### src/rtl/router_reg_param.sv
// Packet register stage between the router FSM and the output FIFOs.
// Holds the header, stages payload bytes, and checks integrity and payload length.
module router_reg_param #(
   parameter int DATA_W   = 8,
   parameter int ADDR_W   = 2,
   parameter int CHK_MODE = 0
) (
   input  logic                     clk,
   input  logic                     rst,
   input  logic                     pkt_valid,
   input  logic [DATA_W-1:0]        din,
   input  logic                     fifo_full,
   input  logic                     detect_addr,
   input  logic                     ld_state,
   input  logic                     laf_state,
   input  logic                     full_state,
   input  logic                     lfd_state,
   input  logic                     rst_int_reg,
   output logic [DATA_W-1:0]        dout,
   output logic                     err,
   output logic                     len_err,
   output logic                     parity_done,
   output logic                     low_pkt_valid,
   output logic [DATA_W-ADDR_W-1:0] pay_cnt
);

   localparam int LEN_W = DATA_W - ADDR_W;

   // Handshake: there is no ready. The source presents one byte per cycle with
   // pkt_valid high for the header and payload; the single cycle with pkt_valid
   // low while the FSM is loading carries the packet check byte. Back-pressure
   // is signalled to the FSM (fifo_full) and absorbed by hold_reg.

   logic [DATA_W-1:0] hdr_reg;
   logic [DATA_W-1:0] hold_reg;
   logic [DATA_W-1:0] chk_int;
   logic [DATA_W-1:0] chk_pkt;
   logic              chk_eval;

   logic addr_ok;
   logic hdr_ld;
   logic pay_acc;
   logic chk_ld;
   logic pd_set;

   function automatic logic [DATA_W-1:0] chk_fold(input logic [DATA_W-1:0] acc,
                                                  input logic [DATA_W-1:0] b);
      if (CHK_MODE == 1) return acc + b;
      else               return acc ^ b;
   endfunction

   always_comb begin
      addr_ok = (din[ADDR_W-1:0] != {ADDR_W{1'b1}});
      hdr_ld  = detect_addr && pkt_valid && addr_ok;
      pay_acc = ld_state && pkt_valid && !full_state;
      chk_ld  = ld_state && !pkt_valid;
      pd_set  = (chk_ld && !fifo_full) || (laf_state && low_pkt_valid && !parity_done);
   end

   always_ff @(posedge clk) begin
      if (!rst) begin
         hdr_reg <= '0;
      end else if (hdr_ld) begin
         hdr_reg <= din;
      end
   end

   // Output byte path: header first, then live payload, then the held byte.
   always_ff @(posedge clk) begin
      if (!rst) begin
         dout     <= '0;
         hold_reg <= '0;
      end else if (lfd_state) begin
         dout <= hdr_reg;
      end else if (ld_state && !fifo_full) begin
         dout <= din;
      end else if (ld_state && fifo_full) begin
         hold_reg <= din;
      end else if (laf_state) begin
         dout <= hold_reg;
      end
   end

   always_ff @(posedge clk) begin
      if (!rst) begin
         chk_int <= '0;
      end else if (detect_addr) begin
         chk_int <= '0;
      end else if (lfd_state) begin
         chk_int <= chk_fold(chk_int, hdr_reg);
      end else if (pay_acc) begin
         chk_int <= chk_fold(chk_int, din);
      end
   end

   always_ff @(posedge clk) begin
      if (!rst) begin
         pay_cnt <= '0;
      end else if (detect_addr) begin
         pay_cnt <= '0;
      end else if (pay_acc && (pay_cnt != {LEN_W{1'b1}})) begin
         pay_cnt <= pay_cnt + LEN_W'(1);
      end
   end

   always_ff @(posedge clk) begin
      if (!rst) begin
         chk_pkt <= '0;
      end else if (chk_ld) begin
         chk_pkt <= din;
      end
   end

   always_ff @(posedge clk) begin
      if (!rst) begin
         low_pkt_valid <= 1'b0;
      end else if (rst_int_reg) begin
         low_pkt_valid <= 1'b0;
      end else if (chk_ld) begin
         low_pkt_valid <= 1'b1;
      end
   end

   always_ff @(posedge clk) begin
      if (!rst) begin
         parity_done <= 1'b0;
      end else if (detect_addr) begin
         parity_done <= 1'b0;
      end else if (pd_set) begin
         parity_done <= 1'b1;
      end
   end

   // Verdict is taken once, the edge after parity_done rises, then held.
   always_ff @(posedge clk) begin
      if (!rst) begin
         err      <= 1'b0;
         len_err  <= 1'b0;
         chk_eval <= 1'b0;
      end else if (detect_addr) begin
         err      <= 1'b0;
         len_err  <= 1'b0;
         chk_eval <= 1'b0;
      end else if (parity_done && !chk_eval) begin
         err      <= (chk_int != chk_pkt);
         len_err  <= (pay_cnt != hdr_reg[DATA_W-1:ADDR_W]);
         chk_eval <= 1'b1;
      end
   end

endmodule

### config.mk
export PLATFORM = sky130hd
export DESIGN_NAME = router_reg_param
export DESIGN_NICKNAME = d
export VERILOG_FILES = /design/src/rtl/router_reg_param.sv
export SDC_FILE = /design/constraint.sdc
export NUM_CORES = 1
export LEC_CHECK = 0
export CAP_MARGIN = 10
export CORE_MARGIN = 2
export CORE_UTILIZATION = 45
export CTS_BUF_LIST = sky130_fd_sc_hd__clkbuf_16
export CTS_CLUSTER_DIAMETER = 150
export DETAILED_ROUTE_END_ITERATION = 10
export GPL_ROUTABILITY_DRIVEN = 0
export PLACE_DENSITY_LB_ADDON = 0.08
export SYNTH_ARGS = -nofsm -noshare
export SYNTH_HDL_FRONTEND = slang
export SYNTH_SLANG_ARGS = --single-unit
### constraint.sdc
create_clock -name clk -period 2.55 [get_ports clk]
set_input_delay 0.51 -clock clk [delete_from_list [all_inputs] [get_ports clk]]
set_output_delay 0.51 -clock clk [all_outputs]
set_load 0.01 [all_outputs]
==> flow_summary.json, run 1 <==
{
  "status": "complete, no violations",
  "antennaDiodeCount": 0,
  "cts_resized": 0,
  "skew_ns": 0.00313,
  "hp-start": "dout[5]$_SDFFE_PN0P_",
  "grt_overflow": 0,
  "synth_common_cells": "dfxtp_1 (51), nand2_1 (27), mux2i_1 (26)",
  "vias": 1775,
  "period_share_pct": 74.1,
  "ys_types": 36,
  "path_cells": "clkdlybuf4s50_1 > nand2b_2 > inv_4 > nor4b_4 > a22o_1",
  "synth_edf_count": 0,
  "crit_start": "fifo_full",
  "tightest_slew_ns": 0.570,
  "grt_use_total_pct": 18.7,
  "layout-drive-gt1-share_pct": 5.73,
  "crit_path_start_kind": "input pin",
  "cts_max_level": 2,
  "met1_usage_pct": 25.0,
  "grt_util_met2_pct": 30.5,
  "syn_inst": 243,
  "cts_sinks": 51,
  "power_leakage_nw": 1.17,
  "die_h_um": 76.1,
  "cpMaxStageDelayCell": "clkdlybuf4s50_1",
  "synthTopCellsByArea": "dfxtp_1 (44%), mux2i_1 (11%), a21boi_0 (5.1%), nor2b_1 (5.1%), xor2_1 (4.9%)",
  "dr.pass1.iters": 4,
  "r2r_start": "pay_cnt[0]$_SDFFE_PP0P_",
  "p_per_area_nw_per_um2": 581,
  "ant_nets": 0,
  "yosys.cell_count.top_type": "dfxtp_1",
  "grt_max_degree": 20,
  "finalSetupTns_ns": 0,
  "die_w_um": 76.1,
  "yosys.area.top_type": "dfxtp_1",
  "grt_pass1_vias": 1650,
  "hold_buffers": 0,
  "synth_seq_cells": 51,
  "rsz0062_at_grt": "no",
  "crit_family": "simple AND/OR/NAND/NOR gates",
  "relSlewSlack_pct": 61.9,
  "synth_top_area_share_pct": 43.6,
  "final_nets": 297,
  "async_reset_ff_share_pct": 0,
  "syn_area_um2": 2340,
  "clk_pin_slew_worst_paths_ns": 0.06,
  "routed_wl_mm": 5.08,
  "areaGrowthSynthToFinish_pct": 23.0,
  "grt-busiest-layer": "met2",
  "grt_first_pass_wirelength_mm": 8.53,
  "fin_crit_ns": 1.89,
  "critPathKind": "in -> reg",
  "cts-root-buf": "clkbuf_16",
  "io_pins": 36,
  "numPlacedInstances": 341,
  "setup_viol": 0,
  "dp_hpwl_mm": 3.76,
  "synth_area_per_cell_um2": 9.63,
  "path_max_fanout": 9,
  "start_util_pct": 46.1,
  "drc": 0,
  "drt-initial-drc-count": 87,
  "fmax_mhz": 529,
  "antenna_found_initial": 0,
  "cap_violations": 0,
  "wl_per_cell_um": 14.6,
  "maxSlewViolCount": 0,
  "ir_drop_v": 0.000358,
  "max_stage_delay_ns": 0.52,
  "whs_ns": 0.475,
  "cts_tree": "yes",
  "synth_nets": 262,
  "crit_path_end_kind": "register",
  "cts_buffer_depth": 2,
  "die-area_um2": 5790,
  "cts_setup_buffers": 0,
  "port_buffers": 35,
  "cts_inserted_buffers": 5,
  "required_ns": 2.78,
  "hold_viol": 0,
  "use_met3_pct": 4.27,
  "rows": 26,
  "ys_seq_area_share_pct": 43.6,
  "ys.flop_type": "dfxtp_1",
  "coreArea_um2": 5070,
  "insertion_delay_ns": 0.29,
  "via_per_inst": 5.09,
  "finalNonFillerCells": 349,
  "hold_class": "reg -> reg",
  "path_buf_inv": 2,
  "synth_warnings": 0,
  "crit_arrival_ns": 2.12
}
-- kinds of logic (layout without fill, tap and decap cells) --
family	count (synthesis)	in the layout	share of synthesized area (%)
AND/OR/NAND/NOR	85	85	19.0
buffers and inverters	14	50	3.58
AO/OA/AOI/OAI	41	41	12.7
flip-flops	51	51	43.6
multiplexers	26	26	11.1
adder cells (fa/ha/maj)	1	1	0.535
XOR/XNOR	25	25	9.36
-- power by group --
group | internal (W) | switching, W | total, W
clock | 0.000354 | 0.000288 | 0.000642
sequential | 0.000822 | 0.0000183 | 0.000840
combinational | 0.0000968 | 0.0000922 | 0.000189
-- worst register-to-register path: cells and delay by family (launching register included) --
kind            cells  cell delay [ns]
flops               1             0.48
simple gates        2             0.31
fa+ha+maj           1             0.24
compound gates      1             0.20
buf+inv             1             0.08
-- worst paths after layout --
path	slack [ns]	end	cells after the start
worst max-delay path	0.66	dout[0]$_SDFFE_PN0P_	5
worst min-delay path	0.48	dout[5]$_SDFFE_PN0P_	1
worst max register to register	1.14	pay_cnt[4]$_SDFFE_PP0P_	5
worst min register to register	0.48	dout[5]$_SDFFE_PN0P_	1
-- cell usage in the layout, fill, tap and decap left out, types with 3 or more instances in the layout --
cell type	n
nor2_1	20
buf_4	5
nand2_1	27
a211oi_1	4
a21boi_0	16
xor2_1	13
xnor2_1	12
clkbuf_16	5
a22o_1	8
nor3_1	3
dfxtp_1	51
clkdlybuf4s50_1	35
o21ai_0	8
nor2b_1	19
mux2i_1	26
-- stage by stage --
stage	cell area (um2)	total power (W)	util (%)	setup WS, ns
after global placement	2740	0.00105	54.0	0.401
after detailed placement	2740	0.00105	54.0	0.378
after floorplan	2340	0.000970	-	1.09
after global routing	2880	0.00173	56.7	0.550
final	2880	0.00167	56.7	0.661
after CTS	2880	0.00168	56.7	0.671
-- final cells by class --
type | instances | area, um2
timing repair buffer | 40 | 388
clock buffer | 5 | 125
tap | 70 | 87.6
sequential | 51 | 1020
multi-input combinational | 178 | 1230
fill | 477 | 2200
clock inverter | 3 | 11.3
inverter | 2 | 10.0
-- metal layers --
| metal | vias up | part of all wire, % |
|---|---|---|
| met5 | - | 0 |
| met4 | 0 | 1.1 |
| met3 | 6 | 3.0 |
| met2 | 32 | 47 |
| met1 | 835 | 49 |
| li1 | 902 | - |
Note: power is estimated with default switching activity, not from simulation.
==> run 2, diff against run 1 <==
clock period = 2 ns   (was 2.55 ns; I/O delays follow)
==> run 2 against run 1 <==
  * Via count up 2.3%
  * Routed wire length up 2.7%
  * Clock skew up 0.0021 ns
  * Global-route usage grew 0.33 points
  * Combinational power increased by 33%
  * Sequential cell count unchanged
  * Count of clock-buffer cells in the layout stayed put
  * Sequential power grew 27%
  * Critical path type is now reg -> out
==> flow_summary.json, run 2 (synthesis gave the netlist of run 1 again) <==
{
  "max_stage_delay_ns": 0.59,
  "grt_max_degree": 22,
  "hold_class": "reg -> reg",
  "rsz0062_at_grt": "no",
  "final_common_cell": "dfxtp_1",
  "cts-root-buf": "clkbuf_16",
  "antennaDiodeCount": 0,
  "coreArea_um2": 5070,
  "drc": 0,
  "die-area_um2": 5790,
  "layout-drive-gt1-share_pct": 8.10,
  "grt_use_total_pct": 19.0,
  "areaGrowthSynthToFinish_pct": 24.8,
  "ir_drop_v": 0.000360,
  "critPathKind": "reg -> out",
  "path_cells": "clkdlybuf4s50_1",
  "cap_violations": 0,
  "die_w_um": 76.1,
  "finalNonFillerCells": 354,
  "crit_path_start_kind": "register",
  "dpl-instance-area_um2": 2790,
  "antenna_found_initial": 0,
  "crit_family": "buffers and inverters",
  "dp_hpwl_mm": 3.81,
  "start_util_pct": 46.1,
  "dr.pass1.iters": 4,
  "relSlewSlack_pct": 77.8,
  "clk_pin_slew_worst_paths_ns": 0.07,
  "whs_ns": 0.471,
  "cts_sinks": 51,
  "via_per_inst": 5.13,
  "insertion_delay_ns": 0.28,
  "mostFrequentLayoutCells": "dfxtp_1 (51), clkdlybuf4s50_1 (35), nand2_1 (27)",
  "fin_crit_ns": 1.75,
  "cts_setup_buffers": 0,
  "p_per_area_nw_per_um2": 728,
  "drt-initial-drc-count": 81,
  "path_max_fanout": 8,
  "required_ns": 1.60,
  "maxSlewViolCount": 0,
  "grt_first_pass_wirelength_mm": 8.78,
  "fill_cells": 482,
  "worst-r2r-setup-slack_ns": 0.64,
  "wl_per_cell_um": 14.7,
  "vias": 1816,
  "cpMaxStageDelayCell": "clkdlybuf4s50_1",
  "setup_viol": 0,
  "postLayoutCoreUtil_pct": 57.5,
  "skew_ns": 0.00520,
  "cts_max_level": 2,
  "die_h_um": 76.1,
  "period_share_pct": 87.6,
  "hold_buffers": 0,
  "grt_overflow": 0,
  "grt_pass1_vias": 1770,
  "cts_buffer_depth": 2,
  "finalSetupTns_ns": 0,
  "cts_resized": 0,
  "ant_nets": 0,
  "routed_wl_mm": 5.22,
  "crit_arrival_ns": 1.35,
  "crit_path_end_kind": "output port",
  "cts_inserted_buffers": 5,
  "port_buffers": 35,
  "cts_tree": "yes",
  "tightest_slew_ns": 0.334,
  "final_nets": 303,
  "fmax_mhz": 571,
  "rows": 26,
  "status": "complete, no violations",
  "io_pins": 36,
  "numPlacedInstances": 347,
  "hold_viol": 0,
  "finish.instance_area_um2": 2920,
  "power_leakage_nw": 1.19,
  "path_buf_inv": 1
}
==> run 2: changes by cell type in the layout (fill, tap and decap cells not counted) <==
| cell | previous run | this run |
|---|---|---|
| clkinv_2 | 0 | 1 |
| clkinv_1 | 2 | 1 |
| inv_1 | 2 | 1 |
| buf_4 | 5 | 11 |
==> run 2: worst paths after layout <==
check                                        startpoint                      end  cells after the start
worst max-delay path            pay_cnt[4]$_SDFFE_PP0P_               pay_cnt[4]                      1
worst min-delay path              chk_eval$_SDFFE_PP0P_    chk_eval$_SDFFE_PP0P_                      2
worst max register to register  pay_cnt[0]$_SDFFE_PP0P_  pay_cnt[4]$_SDFFE_PP0P_                      5
worst min register to register    chk_eval$_SDFFE_PP0P_    chk_eval$_SDFFE_PP0P_                      2
==> run 2: cell type report <==
type | count | area, um2 | share of cell area, %
clock buffer | 5 | 125 | 4.28
sequential | 51 | 1020 | 35.0
inverter | 2 | 10.0 | 0.343
timing repair buffer | 46 | 433 | 14.8
multi-input combinational | 178 | 1230 | 42.3
clock inverter | 2 | 8.76 | 0.300
tap | 70 | 87.6 | 3.00
==> run 2: where the power goes <==
part | total, W | internal (W) | switching, W
Combinational | 0.000251 | 0.000130 | 0.000121
Clock | 0.000803 | 0.000450 | 0.000353
Sequential | 0.00107 | 0.00105 | 0.0000236
Total | 0.00213 | 0.00163 | 0.000497
==> run 2: through the flow <==
| step | setup slack (ns) | total power, W |
|---|---|---|
| after floorplan | 0.650 | 0.00124 |
| after global placement | 0.0561 | 0.00134 |
| after detailed placement | 0.0500 | 0.00135 |
| after CTS | 0.236 | 0.00215 |
| after global routing | 0.190 | 0.00221 |
| final | 0.248 | 0.00213 |
==> run 2: metal layers <==
layer  track usage, %  wire, um
met1             25.4      2500
met2             31.1      2470
met3             3.79       168
met4             5.82        82
met5                0         0
